### config.mk
export PLATFORM = sky130hd
export DESIGN_NAME = lif_array
export DESIGN_NICKNAME = d
export VERILOG_FILES = /design/src/rtl/lif_array.sv
export SDC_FILE = /design/constraint.sdc
export NUM_CORES = 1
export LEC_CHECK = 0
export ABC_AREA = 1
export BUFFER_PORTS_ARGS = -buffer_cell sky130_fd_sc_hd__buf_2
export CAP_MARGIN = 40
export CORE_ASPECT_RATIO = 0.6
export CORE_MARGIN = 3
export CORE_UTILIZATION = 55
export CTS_CLUSTER_DIAMETER = 100
export DETAILED_ROUTE_END_ITERATION = 16
export PLACE_DENSITY_LB_ADDON = 0.3
export SYNTH_ARGS = -nofsm -noshare
export SYNTH_HDL_FRONTEND = slang
export SYNTH_SLANG_ARGS = --single-unit
### constraint.sdc
create_clock -name clk -period 11.8 [get_ports clk]
set_clock_uncertainty 0.2 [all_clocks]
set_input_delay 0.59 -clock clk [delete_from_list [all_inputs] [get_ports clk]]
set_output_delay 0.59 -clock clk [all_outputs]
set_load 0.01 [all_outputs]
### src/rtl/lif_array.sv
// lif_array: N leaky integrate-and-fire neurons time-multiplexed over one
// update datapath. Each accepted step sweeps neurons 0..N-1, one per clock,
// then publishes the spike vector with a one-cycle done pulse.
//
// state  | meaning
// IDLE   | waiting for step; outputs hold the last sweep's spikes
// SWEEP  | updating neuron idx_q this cycle
module lif_array #(
  parameter int N_NEURONS  = 4,
  parameter int WIDTH      = 8,
  parameter int LEAK_SHIFT = 1,
  parameter int REFRACT_W  = 3,
  localparam int IDX_W     = (N_NEURONS > 1) ? $clog2(N_NEURONS) : 1
) (
  input  logic                         clk,
  input  logic                         reset,
  input  logic                         step,
  input  logic [N_NEURONS*WIDTH-1:0]   current,
  input  logic [WIDTH-1:0]             threshold,
  input  logic [REFRACT_W-1:0]         refract_period,
  output logic                         busy,
  output logic                         done,
  output logic [N_NEURONS-1:0]         spikes,
  input  logic [IDX_W-1:0]             state_sel,
  output logic [WIDTH-1:0]             state_out
);

  typedef enum logic {S_IDLE, S_SWEEP} fsm_t;

  localparam logic [IDX_W-1:0] LAST_IDX = IDX_W'(N_NEURONS - 1);
  localparam logic [IDX_W:0]   N_COUNT  = (IDX_W + 1)'(N_NEURONS);

  fsm_t                   fsm_q, fsm_d;
  logic [IDX_W-1:0]       idx_q, idx_d;
  logic [WIDTH-1:0]       thr_q, thr_d;
  logic [REFRACT_W-1:0]   rper_q, rper_d;
  logic [WIDTH-1:0]       cur_q [N_NEURONS];
  logic [WIDTH-1:0]       cur_d [N_NEURONS];
  logic [WIDTH-1:0]       mem_q [N_NEURONS];
  logic [WIDTH-1:0]       mem_d [N_NEURONS];
  logic [REFRACT_W-1:0]   ref_q [N_NEURONS];
  logic [REFRACT_W-1:0]   ref_d [N_NEURONS];
  logic [N_NEURONS-1:0]   acc_q, acc_d;
  logic [N_NEURONS-1:0]   spikes_q, spikes_d;
  logic                   done_q, done_d;

  logic [WIDTH-1:0]       cur_sel, mem_sel, leaked, v_sat;
  logic [REFRACT_W-1:0]   ref_sel;
  logic [WIDTH:0]         sum;
  logic                   refractory, fire;

  // Shared datapath: leak, integrate with saturation, threshold compare.
  always_comb begin
    cur_sel    = cur_q[idx_q];
    mem_sel    = mem_q[idx_q];
    ref_sel    = ref_q[idx_q];
    leaked     = mem_sel >> LEAK_SHIFT;
    sum        = {1'b0, cur_sel} + {1'b0, leaked};
    v_sat      = sum[WIDTH] ? {WIDTH{1'b1}} : sum[WIDTH-1:0];
    refractory = (ref_sel != '0);
    fire       = !refractory && (v_sat >= thr_q);
  end

  // Next-state logic for the sweep FSM and per-neuron storage.
  always_comb begin
    fsm_d    = fsm_q;
    idx_d    = idx_q;
    thr_d    = thr_q;
    rper_d   = rper_q;
    acc_d    = acc_q;
    spikes_d = spikes_q;
    done_d   = 1'b0;
    for (int i = 0; i < N_NEURONS; i++) begin
      cur_d[i] = cur_q[i];
      mem_d[i] = mem_q[i];
      ref_d[i] = ref_q[i];
    end

    case (fsm_q)
      S_IDLE: begin
        if (step) begin
          fsm_d  = S_SWEEP;
          idx_d  = '0;
          thr_d  = threshold;
          rper_d = refract_period;
          acc_d  = '0;
          for (int i = 0; i < N_NEURONS; i++) begin
            cur_d[i] = current[i*WIDTH +: WIDTH];
          end
        end
      end
      S_SWEEP: begin
        if (refractory) begin
          mem_d[idx_q] = '0;
          ref_d[idx_q] = ref_sel - REFRACT_W'(1);
        end else if (fire) begin
          mem_d[idx_q] = '0;
          ref_d[idx_q] = rper_q;
        end else begin
          mem_d[idx_q] = v_sat;
        end
        acc_d[idx_q] = fire;
        if (idx_q == LAST_IDX) begin
          // Publish all spike bits together, including the neuron just updated.
          fsm_d    = S_IDLE;
          spikes_d = acc_d;
          done_d   = 1'b1;
        end else begin
          idx_d = idx_q + IDX_W'(1);
        end
      end
      default: fsm_d = S_IDLE;
    endcase
  end

  // State registers; reset discards any partially completed sweep.
  always_ff @(posedge clk or posedge reset) begin
    if (reset) begin
      fsm_q    <= S_IDLE;
      idx_q    <= '0;
      thr_q    <= '0;
      rper_q   <= '0;
      acc_q    <= '0;
      spikes_q <= '0;
      done_q   <= 1'b0;
      for (int i = 0; i < N_NEURONS; i++) begin
        cur_q[i] <= '0;
        mem_q[i] <= '0;
        ref_q[i] <= '0;
      end
    end else begin
      fsm_q    <= fsm_d;
      idx_q    <= idx_d;
      thr_q    <= thr_d;
      rper_q   <= rper_d;
      acc_q    <= acc_d;
      spikes_q <= spikes_d;
      done_q   <= done_d;
      for (int i = 0; i < N_NEURONS; i++) begin
        cur_q[i] <= cur_d[i];
        mem_q[i] <= mem_d[i];
        ref_q[i] <= ref_d[i];
      end
    end
  end

  // Output decode; out-of-range debug indices read as zero.
  always_comb begin
    busy      = (fsm_q == S_SWEEP);
    done      = done_q;
    spikes    = spikes_q;
    state_out = '0;
    if ({1'b0, state_sel} < N_COUNT) begin
      state_out = mem_q[state_sel];
    end
  end

endmodule

==> flow_summary.json, run 1 <==
{
  "status": "finished clean",
  "insertedDiodeCount": 0,
  "reg2reg_depth": 18,
  "layout_setup_ws_ns": 6.79,
  "rows": 26,
  "worstSkewPairLatency_ns": 0.35,
  "grt_pass1_wl_um": 21200,
  "ctsResizeCount": 0,
  "rsz0062_at_grt": "false",
  "synth_seq_cells": 98,
  "cts_setup_buffers": 0,
  "start_util_pct": 58.3,
  "wl_um": 12900,
  "core_um2": 8780,
  "syn_area_um2": 5120,
  "ctsRootBufferMaster": "clkbuf_16",
  "grt_max_degree": 54,
  "n_fill_cell": 774,
  "die_w_um": 131,
  "slowest_stage": "dfrtp_1",
  "hold_path_class": "primary input to async pin",
  "via_per_inst": 5.56,
  "path_cells": "inv_1 -> o21ai_0 -> o22ai_1 -> ha_1 -> fa_1 -> nand2_1 -> nand3_1 -> nand2_1 -> nand2_1 -> nand2_1 -> nand3_1 -> ha_1 -> nand2_1 -> nor2_1 -> nor3_1 -> nand4_4 -> nand2_1 -> o21ai_0",
  "start_kind": "flip-flop",
  "cts_buffers": 9,
  "synth_nets": 744,
  "io_buffers": 61,
  "htree_levels": 3,
  "slowest_delay_ns": 0.78,
  "hold_viol": 0,
  "final_common_cell": "nand2_1",
  "path_class": "flip-flop to flip-flop",
  "grt_pass1_vias": 4334,
  "cp_num_buf_inv": 1,
  "tightest_slew_ns": 0.778,
  "layout_min_cycle_time_ns": 5.01,
  "dieArea_um2": 10500,
  "syn_inst": 674,
  "drtAntennaViolNets": 0,
  "cp-end-kind": "flip-flop",
  "fmax_mhz": 200,
  "clk_path_buf_depth": 2,
  "crit_cells": 18,
  "grt-ovfl-total": 0,
  "drv_cap": 0,
  "syn_area_per_cell_um2": 7.60,
  "drive_gt1_share_pct": 12.9,
  "top_usage_layer": "met2",
  "dp_hpwl_um": 9320,
  "most-common-layout-cells": "nand2_1, dfrtp_1, o21ai_0",
  "synth_cell_types": 33,
  "finalNetCount": 795,
  "path_common_cell": "nand2_1",
  "clk_pin_slew_worst_paths_ns": 0.07,
  "drc": 0,
  "slew_violations": 0,
  "initialDrtViolationCount": 445,
  "fin_crit_sh_pct": 42.5,
  "crit_required_ns": 11.81,
  "finalSetupViolations": 0,
  "arrival_ns": 5.02,
  "num_io_pins": 62,
  "routedWlPerCell_um": 15.4,
  "syn2layout_area_growth_pct": 13.6,
  "critical_path.top_delay_family": "simple AND/OR/NAND/NOR gates",
  "grtUsageMet3_pct": 6.37,
  "vias": 4681,
  "yosysWarnings": 0,
  "fin_setup_tns_ns": 0,
  "yosysSeqAreaShare_pct": 47.9,
  "path_max_fanout": 22,
  "gp_congestion": 0.931,
  "met2_usage_pct": 38.8,
  "place_ws_ns": 6.90,
  "hold_buffers": 0,
  "clkSinkCount": 98,
  "use_met1_pct": 37.5,
  "die_y_um": 80.7,
  "grt_usage_pct": 25.8,
  "firstDrtPassIters": 5,
  "cts_tree": "done",
  "maxSlewHeadroom_pct": 48.1,
  "grt_antenna_before_repair": 0
}
## Yosys cell counts
cell type	count	area share, %
o21bai_1	1	0.15
o211ai_1	1	0.15
a21oi_1	8	0.78
nand3_1	22	2.2
nand3b_1	1	0.15
clkbuf_2	1	0.098
mux2i_1	1	0.20
nand4_1	3	0.37
xor2_1	1	0.17
ha_1	21	5.1
buf_1	2	0.15
nand4_4	1	0.42
nor3_1	1	0.098
nor2_4	4	0.88
o22ai_1	22	2.7
nand2_2	2	0.24
o21ai_1	1	0.098
o21ai_0	69	6.7
a32o_1	1	0.20
or2_2	4	0.49
a21o_1	1	0.15
o22a_1	1	0.17
nor2_1	52	3.8
inv_2	2	0.15
buf_4	1	0.15
fa_1	1	0.39
a31oi_1	1	0.12
nand2_1	294	22
inv_1	35	2.6
xnor2_1	1	0.17
dfrtp_1	98	48
buf_2	3	0.29
clkbuf_1	17	1.2
## cell families after synthesis
logic type,Yosys count,synth area share [%]
buffers and inverters,61,4.64
DFF,98,47.9
xor gates and xnor gates,2,0.342
muxes,1,0.196
AOI/OAI and AO/OA,106,11.2
and+or+nand+nor,384,30.2
adders and majority gates,22,5.52
## final cells by class
class,count,area (µm²),share of cell area (%)
Tap cell,112,140,2.41
Inverter,37,140,2.41
Multi-Input combinational cell,515,2440,41.9
Clock inverter,5,61.3,1.05
Clock buffer,11,243,4.17
Sequential cell,98,2450,42.2
Timing Repair Buffer,64,340,5.85
## registers in the layout, summed over array words and instances (netlist names)
signal / flops
spikes: 4
idx_q: 2
cur_q: 32
done: 1
acc_q: 3
thr_q: 8
busy: 1
rper_q: 3
mem_q: 32
ref_q: 12
## stage by stage
stage | hold WS, ns | area, µm² | std cells | utilization (%)
finish | 0.147 | 5810 | 842 | 66.2
global route | 0.212 | 5810 | 842 | 66.2
CTS | 0.174 | 5810 | 842 | 66.2
detailed placement | 0.260 | 5510 | 826 | 62.7
global placement | 0.252 | 5490 | 825 | 62.5
floorplan | 0.237 | 5120 | 674 | -
## worst paths after layout
path                                        from               endpoint  slack (ns)
hold / removal                             reset  mem_q[11]$_DFFE_PP0P_        0.15
setup reg to reg            idx_q[1]$_DFFE_PP0P_  ref_q[10]$_DFFE_PP0P_        6.79
max in group asynchronous                  reset   acc_q[0]$_DFFE_PP0P_       10.10
min in group clk                      current[5]  cur_q[29]$_DFFE_PP0P_        0.24
hold reg to reg            cur_q[13]$_DFFE_PP0P_  cur_q[13]$_DFFE_PP0P_        0.27
setup / recovery            idx_q[1]$_DFFE_PP0P_  ref_q[10]$_DFFE_PP0P_        6.79
## layer usage
layer,share of wire (%),vias to the layer above
li1,-,2269
met1,46,2193
met2,45,195
met3,8.4,24
met4,1.5,0
met5,0,-
## worst register-to-register path, stage by stage, from the launching register on
cell,delay [ns]
dfrtp_1,0.78
inv_1,0.54
o21ai_0,0.20
o22ai_1,0.10
ha_1,0.25
fa_1,0.44
nand2_1,0.12
nand3_1,0.07
nand2_1,0.08
nand2_1,0.05
nand2_1,0.20
nand3_1,0.28
ha_1,0.38
nand2_1,0.10
nor2_1,0.06
nor3_1,0.30
nand4_4,0.32
nand2_1,0.29
o21ai_0,0.12
Power of run 1 is left out: the tool's default activity adds up to more than one toggle a clock period on the data nets, which glitch-free logic cannot reach.
==> run 2: changes to the inputs <==
ABC_AREA = 0   (was 1)
clock period = 5.15 ns   (was 11.8 ns; I/O delays follow)
==> run 2 against run 1 <==
Synthesized cell count fell by 45%; maximum frequency rose by 1.5%; die area fell by 3.0%; sequential share of layout area fell by 3.1 points; register-to-register slack got worse by 6.6 ns; cell count fell by 28%; worst hold slack got worse by 0.13 ns; critical path depth fell by 4; core utilization rose by 6.6 points; clock-buffer cell count rose by 4; via count fell by 23%; highest routed layer unchanged.
==> flow_summary.json, run 2 <==
{
  "path_cells": "buf_4 -> mux4_2 -> ha_1 -> o21a_1 -> a2111oi_2 -> or2_2 -> mux2i_1 -> or2_2 -> ha_1 -> and3_1 -> nand3_1 -> o211ai_4 -> and2_1 -> mux2_2",
  "synth_cell_types": 38,
  "status": "finished clean",
  "final_common_cell": "dfrtp_1",
  "io_buffers": 61,
  "combPwrFrac_pct": 55.8,
  "grt_antenna_before_repair": 0,
  "worstSkewPairLatency_ns": 0.35,
  "n_fill_cell": 527,
  "path_max_fanout": 7,
  "core_um2": 8620,
  "start_kind": "flip-flop",
  "ctsRootBufferMaster": "clkbuf_16",
  "maxSlewHeadroom_pct": 50.8,
  "htree_levels": 3,
  "yosysWarnings": 0,
  "insertedDiodeCount": 0,
  "synth_commonest_cells": "dfrtp_1, mux2_2, a22o_1",
  "grt_usage_pct": 25.2,
  "initialDrtViolationCount": 331,
  "start_util_pct": 57.5,
  "ys_async_sr_fraction_pct": 100,
  "syn_area_um2": 4950,
  "slew_violations": 0,
  "routedWlPerCell_um": 19.9,
  "pwr-share-clk_pct": 14.5,
  "via_per_inst": 5.93,
  "dp_hpwl_um": 8140,
  "layout_min_cycle_time_ns": 4.94,
  "post-synth-top-area-cell": "dfrtp_1",
  "vias": 3585,
  "fin_crit_sh_pct": 95.9,
  "clk_path_buf_depth": 2,
  "tightest_slew_ns": 0.738,
  "cts_tree": "done",
  "syn_inst": 370,
  "syn2layout_area_growth_pct": 26.7,
  "reg_top3": "cur_q (32), mem_q (32), ref_q (12)",
  "yosysSeqAreaShare_pct": 49.5,
  "rows": 26,
  "grt_max_degree": 61,
  "crit_required_ns": 5.18,
  "die_w_um": 129,
  "place_ws_ns": 0.0491,
  "synth.area.top_cells": "dfrtp_1, mux2_2, mux4_2, ha_1, a22o_1",
  "dieArea_um2": 10200,
  "cp-end-kind": "flip-flop",
  "synth_nets": 440,
  "syn_area_per_cell_um2": 13.4,
  "fin_setup_tns_ns": 0,
  "synth.most_common_cell": "dfrtp_1",
  "power.switching_mw": 1.84,
  "rsz0062_at_grt": "false",
  "grt_pass1_vias": 3774,
  "seq_power_share_pct": 29.7,
  "grt-ovfl-total": 0,
  "wl_um": 12000,
  "fmax_mhz": 203,
  "hold_path_class": "primary input to flip-flop",
  "drtAntennaViolNets": 0,
  "firstDrtPassIters": 5,
  "finalSetupViolations": 0,
  "drv_cap": 0,
  "clkSinkCount": 98,
  "synth_seq_cells": 98,
  "finalNetCount": 558,
  "gp_congestion": 0.907,
  "ir_drop_mv": 0.382,
  "slowest_delay_ns": 0.55,
  "path_class": "flip-flop to flip-flop",
  "ys.flop_type": "dfrtp_1",
  "num_io_pins": 62,
  "arrival_ns": 4.97,
  "most-common-layout-cells": "dfrtp_1, buf_2, mux2_2",
  "layout_setup_ws_ns": 0.213,
  "drc": 0,
  "die_y_um": 79.5,
  "slowest_stage": "mux4_2",
  "cts_buffers": 9,
  "grt_pass1_wl_um": 19600,
  "p_leak_nw": 2.91,
  "synth_edf_count": 0,
  "clk_pin_slew_worst_paths_ns": 0.06,
  "hold_viol": 0,
  "drive_gt1_share_pct": 37.3,
  "powerDensity_nw_per_um2": 714,
  "synth_top_area_share_pct": 49.5,
  "internal-power_mw": 2.64,
  "swShare_pct": 41.1
}
-- run 2: cell count changes in the layout (fill, tap and decap cells not counted), sizes merged, moves of 23 or more --
cell	change
o21ai	-51
dlygate4sd3	+44
inv	-23
a22o	+28
nor2	-48
mux2	+52
mux4	+26
nand2	-275
-- run 2: layer usage --
| metal | vias to the layer above | track usage, % | routed length, µm |
|---|---|---|---|
| met5 | - | 0 | 0 |
| met4 | 0 | 7.55 | 169 |
| met3 | 22 | 7.09 | 1050 |
| met2 | 139 | 39.3 | 5560 |
| met1 | 1796 | 34.9 | 5260 |
| li1 | 1628 | - | - |
-- run 2: layout make-up --
cell class,instances,area [µm²],share of cell area (%)
multi-input combinational,242,2470,39.4
clock buffer,15,278,4.43
sequential,98,2450,39.1
inverter,16,61.3,0.977
tap,112,140,2.23
clock inverter,1,7.51,0.120
timing repair buffer,121,866,13.8
-- run 2: worst max-delay path, delay by kind of cell, from the launching register on --
kind | cells | cell delay (ns)
flip-flops | 1 | 0.42
AO/OA/AOI/OAI | 3 | 1.03
adder cells (fa/ha/maj) | 2 | 0.74
buffers and inverters | 1 | 0.22
AND/OR/NAND/NOR | 5 | 1.21
multiplexers | 3 | 0.98
-- run 2: power by group through the flow --
stage / clock, mW / sequential [mW] / combinational [mW]
final: 0.651 / 1.33 / 2.50
after global routing: 0.686 / 1.38 / 2.74
after CTS: 0.654 / 1.33 / 2.30
after detailed placement: 0 / 1.34 / 2.25
after global placement: 0 / 1.32 / 2.17
after floorplan: 0 / 1.25 / 1.69
-- run 2: timing repair --
action	in CTS	in global routing
setup endpoints to repair	1	51
buffers inserted	0	1
endpoints found under the hold margin	81	0
resized for setup	2	13
pin swaps	0	2
gates cloned	0	1
hold buffers	44	0
-- run 2: cells by family after synthesis --
group                      count (synthesis)  share of synthesized area [%]
AOI/OAI and AO/OA                         79                           11.9
xor gates and xnor gates                   2                          0.354
adders and majority gates                 22                           5.71
buffers and inverters                     31                           2.42
DFF                                       98                           49.5
muxes                                     83                           24.6
and+or+nand+nor                           55                           5.43
-- run 2: per-stage QoR --
| stage | util [%] | hold WS [ns] | cell area (µm²) | instances | power (mW) |
|---|---|---|---|---|---|
| 2_1_floorplan | - | 0.174 | 4950 | 370 | 2.95 |
| 3_3_place_gp | 63.3 | 0.167 | 5450 | 542 | 3.49 |
| 3_5_place_dp | 63.4 | 0.168 | 5460 | 543 | 3.58 |
| 4_1_cts | 71.8 | 0.00157 | 6190 | 603 | 4.28 |
| 5_1_grt | 72.8 | 0.0515 | 6280 | 605 | 4.81 |
| 6_report | 72.8 | 0.0152 | 6280 | 605 | 4.48 |
-- run 2: worst paths after layout --
path,slack (ns),to,start,cells past startpoint
setup / recovery,0.21,ref_q[1]$_DFFE_PP0P_,idx_q[1]$_DFFE_PP0P_,14
max in group asynchronous,3.20,idx_q[1]$_DFFE_PP0P_,reset,4
min in group asynchronous,0.34,cur_q[21]$_DFFE_PP0P_,reset,3
setup reg to reg,0.21,ref_q[1]$_DFFE_PP0P_,idx_q[1]$_DFFE_PP0P_,14
hold reg to reg,0.28,spikes[3]$_DFFE_PP0P_,spikes[3]$_DFFE_PP0P_,2
hold / removal,0.02,acc_q[2]$_DFFE_PP0P_,step,3
Note: power is estimated with default switching activity, not from simulation.
